[config.mk]
export PLATFORM = sky130hd
export DESIGN_NAME = tx_chain_dig_multi
export DESIGN_NICKNAME = d
export VERILOG_FILES = /design/src/rtl/tx_chain_dig_multi.sv
export SDC_FILE = /design/constraint.sdc
export NUM_CORES = 1
export LEC_CHECK = 0
export BUFFER_PORTS_ARGS = -buffer_cell sky130_fd_sc_hd__buf_2
export CORE_MARGIN = 4
export CORE_UTILIZATION = 35
export CTS_BUF_LIST = sky130_fd_sc_hd__clkbuf_4 sky130_fd_sc_hd__clkbuf_8
export DETAILED_ROUTE_END_ITERATION = 10
export SYNTH_ARGS = -nofsm -noshare
export SYNTH_HDL_FRONTEND = slang
export SYNTH_SLANG_ARGS = --single-unit
export TNS_END_PERCENT = 10
[constraint.sdc]
create_clock -name clock -period 3.83 [get_ports clock]
set_input_delay 0.1915 -clock clock [delete_from_list [all_inputs] [get_ports clock]]
set_output_delay 0.1915 -clock clock [all_outputs]
set_load 0.02 [all_outputs]
[src/rtl/tx_chain_dig_multi.sv]
// Multi-channel TX digital-steal stage: moves the low k bits of every I/Q word to GPIO
// outputs, zeroes them on the analog path, and idles GPIO when the sample stream stalls.
module tx_chain_dig_multi #(
  parameter int NUM_CHAN = 2,
  parameter int WIDTH    = 16,
  parameter int DIG_MAX  = 4,
  parameter int TIMEOUT  = 1024
) (
  input  logic                            clock,
  input  logic                            reset,
  input  logic                            enable,
  input  logic [$clog2(DIG_MAX+1)-1:0]    dig_bits,
  input  logic                            strobe,
  input  logic [NUM_CHAN*WIDTH-1:0]       i_in,
  input  logic [NUM_CHAN*WIDTH-1:0]       q_in,
  output logic [NUM_CHAN*WIDTH-1:0]       i_out_ana,
  output logic [NUM_CHAN*WIDTH-1:0]       q_out_ana,
  output logic [NUM_CHAN*DIG_MAX-1:0]     i_out_dig,
  output logic [NUM_CHAN*DIG_MAX-1:0]     q_out_dig,
  output logic                            out_strobe,
  output logic                            stale
);

  localparam int K_W   = $clog2(DIG_MAX + 1);
  localparam int CNT_W = (TIMEOUT > 0) ? $clog2(TIMEOUT + 1) : 1;
  localparam logic [CNT_W-1:0] TMO    = CNT_W'((TIMEOUT > 0) ? TIMEOUT : 0);
  localparam logic [CNT_W-1:0] TMO_M1 = CNT_W'((TIMEOUT > 0) ? TIMEOUT - 1 : 0);

  function automatic int eff_k(input logic en, input logic [K_W-1:0] bits);
    int k;
    k = 0;
    if (en) k = (int'(bits) > DIG_MAX) ? DIG_MAX : int'(bits);
    return k;
  endfunction

  function automatic logic [WIDTH-1:0] ana_word(input logic [WIDTH-1:0] w, input int k);
    logic [WIDTH-1:0] r;
    for (int b = 0; b < WIDTH; b++) r[b] = (b >= k) ? w[b] : 1'b0;
    return r;
  endfunction

  function automatic logic [DIG_MAX-1:0] dig_word(input logic [WIDTH-1:0] w, input int k);
    logic [DIG_MAX-1:0] r;
    for (int b = 0; b < DIG_MAX; b++) r[b] = (b < k) ? w[b] : 1'b0;
    return r;
  endfunction

  logic [NUM_CHAN*WIDTH-1:0]   i_ana_d, i_ana_q, q_ana_d, q_ana_q;
  logic [NUM_CHAN*DIG_MAX-1:0] i_dig_d, i_dig_q, q_dig_d, q_dig_q;
  logic                        out_strobe_d, out_strobe_q;
  logic                        stale_d, stale_q;
  logic [CNT_W-1:0]            cnt_d, cnt_q;
  int                          k;

  always_comb begin
    k            = eff_k(enable, dig_bits);
    i_ana_d      = i_ana_q;
    q_ana_d      = q_ana_q;
    i_dig_d      = i_dig_q;
    q_dig_d      = q_dig_q;
    out_strobe_d = 1'b0;
    stale_d      = stale_q;
    cnt_d        = cnt_q;
    if (strobe) begin
      out_strobe_d = 1'b1;
      stale_d      = 1'b0;
      cnt_d        = '0;
      for (int c = 0; c < NUM_CHAN; c++) begin
        i_ana_d[c*WIDTH +: WIDTH]     = ana_word(i_in[c*WIDTH +: WIDTH], k);
        q_ana_d[c*WIDTH +: WIDTH]     = ana_word(q_in[c*WIDTH +: WIDTH], k);
        i_dig_d[c*DIG_MAX +: DIG_MAX] = dig_word(i_in[c*WIDTH +: WIDTH], k);
        q_dig_d[c*DIG_MAX +: DIG_MAX] = dig_word(q_in[c*WIDTH +: WIDTH], k);
      end
    end else if (TIMEOUT > 0 && cnt_q != TMO) begin
      cnt_d = cnt_q + CNT_W'(1);
      // The edge on which the count reaches TIMEOUT is the one that idles GPIO.
      if (cnt_q == TMO_M1) begin
        stale_d = 1'b1;
        i_dig_d = '0;
        q_dig_d = '0;
      end
    end
  end

  always_ff @(posedge clock) begin
    if (reset) begin
      i_ana_q      <= '0;
      q_ana_q      <= '0;
      i_dig_q      <= '0;
      q_dig_q      <= '0;
      out_strobe_q <= 1'b0;
      stale_q      <= 1'b0;
      cnt_q        <= '0;
    end else begin
      i_ana_q      <= i_ana_d;
      q_ana_q      <= q_ana_d;
      i_dig_q      <= i_dig_d;
      q_dig_q      <= q_dig_d;
      out_strobe_q <= out_strobe_d;
      stale_q      <= stale_d;
      cnt_q        <= cnt_d;
    end
  end

  assign i_out_ana  = i_ana_q;
  assign q_out_ana  = q_ana_q;
  assign i_out_dig  = i_dig_q;
  assign q_out_dig  = q_dig_q;
  assign out_strobe = out_strobe_q;
  assign stale      = stale_q;

endmodule

# After elaboration in Yosys (flattened, before gate mapping)
# Cells that the tools add are included.
op_classes:
  n_eq_ne: 2
  reduce_logical: 5
  addsub: 1
  order_cmp: 21
  muxes: 87
ops:
  columns: ["operator", "n"]
  rows:
  - ["5-bit by 32-bit >= comparator with 1-bit output (first input constant)", 8]
  - ["4-bit by 32-bit >= comparator with 1-bit output (first input constant)", 4]
  - ["1-bit 2-to-1 mux", 81]
  - ["3-bit by 32-bit >= comparator with 1-bit output (first input constant)", 2]
  - ["3-bit by 32-bit less-than comparator with 1-bit output (first input constant)", 2]
  - ["1-bit by 32-bit >= comparator with 1-bit output (first input constant)", 1]
  - ["2-bit by 32-bit >= comparator with 1-bit output (first input constant)", 1]
  - ["1-bit by 32-bit less-than comparator with 1-bit output (first input constant)", 1]
  - ["2-bit by 32-bit less-than comparator with 1-bit output (first input constant)", 1]
  - ["8-bit 2-to-1 mux", 4]
  - ["11-bit by 1-bit adder with 11-bit output (second input constant)", 1]
  - ["11-bit by 10-bit equality test with 1-bit output (second input constant)", 1]
  - ["11-bit inequality test (second input constant)", 1]
  - ["3-bit 2-to-1 mux", 2]
  - ["2-bit AND reduction", 2]
  - ["2-bit nonzero test", 2]
  - ["3-bit > comparator (second input constant)", 1]
  - ["2-bit OR reduction", 1]
totals:
  word_cells: 123
  ff_bits: 93

# Logic depth before layout (Yosys ltp)
logic_depth:
  word_depth: 6
  mapped_depth: 6
  depth_no_buf: 5

# Worst setup path after synthesis
# OpenSTA, ideal clock, no wires.
synth_timing:
  path_type: "reg-to-reg"
  startpoint: "register cnt_q[0]"
  endpoint: "register q_dig_q[6] (netlist: q_out_dig[6])"
  t_required_ns: 3.713
  setup_time_ns: 0.117
  arrival_time_ns: 1.353
  slack_ns: 2.361
  stages_incl_launch_ff: 6
  n_path_buf: 1
  cell_sequence: "dfxtp_1 ha_1 and4_1 a41oi_4 buf_6 a22o_1"
synth_via:
  elab_chain_cells: 3
  elab_cells_between_ends: 5
  cone_classes: "eq/ne (2); reduce/logical (3)"
synth_rtl:
  columns: ["item", "line", "rtl"]
  rows:
  - ["start, declared", "52", "logic [CNT_W-1:0] cnt_d, cnt_q;"]
  - ["start signal, assigned", "101", "cnt_q <= cnt_d;"]
  - ["11-bit by 10-bit equality test with 1-bit output or 11-bit inequality test (tied branches)", "77, 74", null]
  - ["2-bit nonzero test (no source line)", null, null]
  - ["2-bit AND reduction (no source line) (*)", null, null]
  - ["end signal, assigned", "98", "q_dig_q <= q_dig_d;"]
  - ["end, declared", "49", "logic [NUM_CHAN*DIG_MAX-1:0] i_dig_d, i_dig_q, q_dig_d, q_dig_q;"]
# Mark *: on every way between the ends. The rest lies on a longest branch, timed or not.
# A chain may end at the register's enable or synchronous reset.

# Worst setup path after layout
layout_timing:
  startpoint: "register cnt_q[0]"
  endpoint: "register q_dig_q[3] (netlist: q_out_dig[3])"
# Same word-level chain as after synthesis.

==> flow_summary.html <==
<table>
<tr><th>Metric</th><th>Value</th></tr>
<tr><th colspan="2">STA</th></tr>
<tr><td>Number of slew-limit violations in the final report</td><td>0</td></tr>
<tr><td>Setup repair after global routing missed its margin</td><td>false</td></tr>
<tr><td>Share of the cycle needed by the critical path after routing</td><td>42.2%</td></tr>
<tr><td>Headroom to the max-slew limit</td><td>41.8%</td></tr>
<tr><td>Worst clock skew</td><td>~0.013 ns</td></tr>
<tr><td>Number of failing setup endpoints in the final timing report</td><td>0</td></tr>
<tr><td>Setup_tns</td><td>0 ns</td></tr>
<tr><td>Measured slew at the worst slew-check pin</td><td>between 0.8 and 0.9 ns</td></tr>
<tr><td>Final Hold Violating Endpoints</td><td>0</td></tr>
<tr><td>Fmax</td><td>0.619 GHz</td></tr>
<tr><td>Minimum clock period</td><td>1.61 ns</td></tr>
<tr><th colspan="2">Clock network</th></tr>
<tr><td>Clk Latency, worst-skew pair</td><td>0.36 ns</td></tr>
<tr><td>Count of H-tree levels built during CTS</td><td>3</td></tr>
<tr><td>CTS Hold Buffers Added</td><td>0</td></tr>
<tr><td>CTS clock-pin slew for the worst setup and hold paths</td><td>roughly 0.1 ns</td></tr>
<tr><td>Cell chosen for the clock root</td><td>sky130_fd_sc_hd__clkbuf_8</td></tr>
<tr><td># resized after CTS</td><td>0</td></tr>
<tr><td>CTS Sinks</td><td>between 90 and 100</td></tr>
<tr><td>Clock tree from TritonCTS</td><td>done</td></tr>
<tr><td>Postcts setup bufs</td><td>0</td></tr>
<tr><td>CTS Buffer Depth</td><td>2</td></tr>
<tr><td>TritonCTS buffer count</td><td>9</td></tr>
<tr><th colspan="2">Floorplan</th></tr>
<tr><td>Die Width</td><td>106 um</td></tr>
<tr><td>Num ports</td><td>153</td></tr>
<tr><td>Starting utilization of the core area</td><td>36.2%</td></tr>
<tr><td>Die Span Y</td><td>106 um</td></tr>
<tr><td># rows</td><td>35</td></tr>
<tr><td>Standard cell core area</td><td>9280 sq um</td></tr>
<tr><td>Die area</td><td>approximately 11000 sq um</td></tr>
<tr><th colspan="2">GRT</th></tr>
<tr><td>Remaining global-route overflow</td><td>0</td></tr>
<tr><td>Antenna violations before repair</td><td>0</td></tr>
<tr><td>Total track usage</td><td>approximately 15%</td></tr>
<tr><td>Vias in the first global route</td><td>2778</td></tr>
<tr><td>Largest net degree at the start of global routing</td><td>60</td></tr>
<tr><td>Global-route wire length before repair</td><td>about 14 mm</td></tr>
<tr><th colspan="2">Logic synthesis</th></tr>
<tr><td>Register bit total from synthesis</td><td>93</td></tr>
<tr><td>Part of the Yosys area used for sequential elements</td><td>55.4%</td></tr>
<tr><td>Dominant cell type by area after synthesis</td><td>sky130_fd_sc_hd__dfxtp_1</td></tr>
<tr><td>Mean post-synth cell area</td><td>10.7 sq um</td></tr>
<tr><td>Synth unique cells</td><td>32</td></tr>
<tr><td>Number of warning messages in the yosys log</td><td>0</td></tr>
<tr><td>Cells taking the most area after synthesis</td><td>sky130_fd_sc_hd__dfxtp_1 (55%), sky130_fd_sc_hd__mux2i_1 (15%), sky130_fd_sc_hd__a22o_1 (7.3%), sky130_fd_sc_hd__nor2_1 (5.9%), sky130_fd_sc_hd__a21oi_1 (1.9%)</td></tr>
<tr><td>Gate Count Post-Synth</td><td>315</td></tr>
<tr><td>Net count of the mapped netlist</td><td>388</td></tr>
<tr><td>Portion of synthesized cell area occupied by the leading cell type</td><td>55.4%</td></tr>
<tr><td>Cell area after synthesis</td><td>3360 sq um</td></tr>
<tr><th colspan="2">Worst setup path</th></tr>
<tr><td>Peak fanout along the critical path</td><td>16</td></tr>
<tr><td>Number of buffers and inverters on the critical path</td><td>0</td></tr>
<tr><td>Crit path from</td><td>cnt_q[0]</td></tr>
<tr><td>Worst path top cell family by delay</td><td>compound AO/OA/AOI/OAI gates</td></tr>
<tr><td>Kind of end point of the critical path</td><td>flip-flop</td></tr>
<tr><td>Crit start category</td><td>flip-flop</td></tr>
<tr><td>Crit path required time</td><td>between 4 and 5 ns</td></tr>
<tr><td>Slowest stage delay, CP</td><td>0.50 ns</td></tr>
<tr><td>Cell breakdown of the critical path</td><td>ha_1 -&gt; and4_1 -&gt; a41oi_4 -&gt; a22o_1</td></tr>
<tr><td>Worst reg2reg path startpoint</td><td>cnt_q[0]</td></tr>
<tr><td>Kind of critical path</td><td>flip-flop to flip-flop</td></tr>
<tr><td>CP Data Arrival Time</td><td>around 1.9 ns</td></tr>
<tr><td>Critical path's slowest cell</td><td>sky130_fd_sc_hd__a41oi_4</td></tr>
<tr><th colspan="2">Detailed routing</th></tr>
<tr><td>Count of antenna-violating nets left after detailed routing</td><td>0</td></tr>
<tr><td>Drt first pass iters</td><td>4</td></tr>
<tr><td>Vias after detailed routing</td><td>~2.8k</td></tr>
<tr><td>Via-per-instance ratio</td><td>4.64</td></tr>
<tr><td>DRC violation count after routing</td><td>0</td></tr>
<tr><td>Average wire length per cell after detail routing</td><td>13.7 um</td></tr>
<tr><td>DR iter-0 viols</td><td>82</td></tr>
<tr><td>Final routed wirelength across all metal layers</td><td>8.19 mm</td></tr>
<tr><th colspan="2">Placed design</th></tr>
<tr><td>Cell area after placement</td><td>4220 sq um</td></tr>
<tr><td>Final weighted congestion of routability-driven global placement</td><td>0.782</td></tr>
<tr><td>Final HPWL DP</td><td>6.12 mm</td></tr>
<tr><td>PortBufs</td><td>152</td></tr>
<tr><th colspan="2">Cells and area</th></tr>
<tr><td>Final std cell area, no fill</td><td>4430 sq um</td></tr>
<tr><td>Fraction of layout cells with a size suffix above 1</td><td>about 37%</td></tr>
<tr><td>Diodes inserted</td><td>0</td></tr>
<tr><td>Filler cells</td><td>a little over 900</td></tr>
<tr><td>Layout overhead on the synthesized area</td><td>32.0%</td></tr>
<tr><td>Post-layout nets</td><td>between 500 and 600</td></tr>
<tr><th colspan="2">Pwr</th></tr>
<tr><td>IR drop worst, VDD</td><td>0.196 mV</td></tr>
<tr><td>Pleak</td><td>between 2 and 2.5 nW</td></tr>
<tr><td>Pwr dens</td><td>444 nW/um^2</td></tr>
<tr><th colspan="2">Job</th></tr>
<tr><td>Max_cap viols</td><td>0</td></tr>
<tr><th colspan="2">Status</th></tr>
<tr><td>Outcome</td><td>completed</td></tr>
<tr><th colspan="2">Worst hold path</th></tr>
<tr><td>Classification of the worst-slack hold path</td><td>input port to flip-flop</td></tr>
<tr><td>Beginning of the worst hold path</td><td>q_in[17]</td></tr>
</table>
[stage by stage]
step / hold slack (ns) / std cells / utilization [%] / power (W) / worst slack [ns]
after floorplan: 0.317 / 315 / - / 0.00120 / 2.36
after global placement: 0.422 / 583 / 45.4 / 0.00130 / 1.92
after detailed placement: 0.421 / 583 / 45.4 / 0.00130 / 1.89
after CTS: 0.0308 / 599 / 47.7 / 0.00200 / 2.19
after global routing: 0.0394 / 599 / 47.7 / 0.00207 / 2.08
final: 0.0508 / 599 / 47.7 / 0.00197 / 2.22
[power breakdown]
part	switching (W)	internal, W	total (W)
sequential	0.0000233	0.00101	0.00103
combinational	0.000143	0.000102	0.000245
clock	0.000371	0.000317	0.000688
[cell usage after synthesis]
| cell | count |
|---|---|
| sky130_fd_sc_hd__or4_1 | 1 |
| sky130_fd_sc_hd__xnor2_1 | 1 |
| sky130_fd_sc_hd__clkbuf_1 | 6 |
| sky130_fd_sc_hd__a22o_1 | 28 |
| sky130_fd_sc_hd__a21oi_1 | 13 |
| sky130_fd_sc_hd__buf_6 | 2 |
| sky130_fd_sc_hd__and4_1 | 3 |
| sky130_fd_sc_hd__o21ai_0 | 4 |
| sky130_fd_sc_hd__nand3b_1 | 1 |
| sky130_fd_sc_hd__buf_2 | 7 |
| sky130_fd_sc_hd__inv_1 | 7 |
| sky130_fd_sc_hd__nor2b_1 | 3 |
| sky130_fd_sc_hd__nand2_1 | 7 |
| sky130_fd_sc_hd__dfxtp_1 | 93 |
| sky130_fd_sc_hd__or2_2 | 1 |
| sky130_fd_sc_hd__or3_1 | 5 |
| sky130_fd_sc_hd__nor4b_1 | 2 |
| sky130_fd_sc_hd__nor2_1 | 53 |
| sky130_fd_sc_hd__nand4_1 | 2 |
| sky130_fd_sc_hd__a311o_1 | 1 |
| sky130_fd_sc_hd__clkbuf_2 | 1 |
| sky130_fd_sc_hd__a21o_1 | 1 |
| sky130_fd_sc_hd__nand3_1 | 8 |
| sky130_fd_sc_hd__o31ai_1 | 1 |
| sky130_fd_sc_hd__o21a_1 | 3 |
| sky130_fd_sc_hd__a41oi_4 | 1 |
| sky130_fd_sc_hd__xor2_1 | 1 |
| sky130_fd_sc_hd__ha_1 | 2 |
| sky130_fd_sc_hd__mux2i_1 | 50 |
| sky130_fd_sc_hd__or2_0 | 1 |
| sky130_fd_sc_hd__a31oi_1 | 1 |
| sky130_fd_sc_hd__nand2b_1 | 5 |
[cell type report]
class	instances	area, sq um	share of cell area (%)
Inverter	7	26.3	0.593
Sequential cell	93	1860	42.0
Tap cell	129	161	3.64
Clock buffer	9	124	2.79
Clock inverter	7	91.3	2.06
Timing Repair Buffer	155	783	17.7
Multi-Input combinational cell	199	1390	31.2
[worst paths after layout]
check | end | slack [ns] | depth (start not counted)
worst max-delay path | q_out_dig[3] | 2.22 | 4
worst min-delay path | q_out_dig[5] | 0.05 | 2
worst max register to register | q_out_dig[3] | 2.22 | 4
worst min register to register | q_out_ana[19] | 0.47 | 2
[kinds of logic (layout without fill, tap and decap cells)]
logic type,Yosys count,count (layout),synth area share [%]
muxes,50,50,14.9
AOI/OAI and AO/OA,53,53,12.3
buffers and inverters,23,178,3.32
adders and majority gates,2,2,0.745
and+or+nand+nor,92,92,12.8
xor gates and xnor gates,2,2,0.522
DFF,93,93,55.4
[per-layer routing]
metal / track usage [%] / part of all wire (%) / vias up
met2: 22.0 / 44 / 101
met1: 18.8 / 44 / 1263
li1: - / - / 1404
met4: 5.27 / 1.3 / 0
met5: 0 / 0 / -
met3: 7.65 / 11 / 10
[flip-flops by register name, indices dropped and copies added (netlist names)]
register / cells
out_strobe: 1
i_out_dig: 8
q_out_dig: 8
cnt_q: 11
i_out_ana: 32
stale: 1
q_out_ana: 32
[layout by cell type (no fill, tap or decap), types with 4 or more instances in the layout]
master / count
sky130_fd_sc_hd__a21oi_1: 13
sky130_fd_sc_hd__a22o_1: 28
sky130_fd_sc_hd__buf_2: 152
sky130_fd_sc_hd__clkbuf_8: 9
sky130_fd_sc_hd__dfxtp_1: 93
sky130_fd_sc_hd__inv_1: 7
sky130_fd_sc_hd__mux2i_1: 50
sky130_fd_sc_hd__nand2_1: 7
sky130_fd_sc_hd__nand2b_1: 5
sky130_fd_sc_hd__nand3_1: 8
sky130_fd_sc_hd__nor2_1: 53
sky130_fd_sc_hd__o21ai_0: 4
sky130_fd_sc_hd__or3_1: 5
No activity file was read; power rests on OpenSTA's default activity.
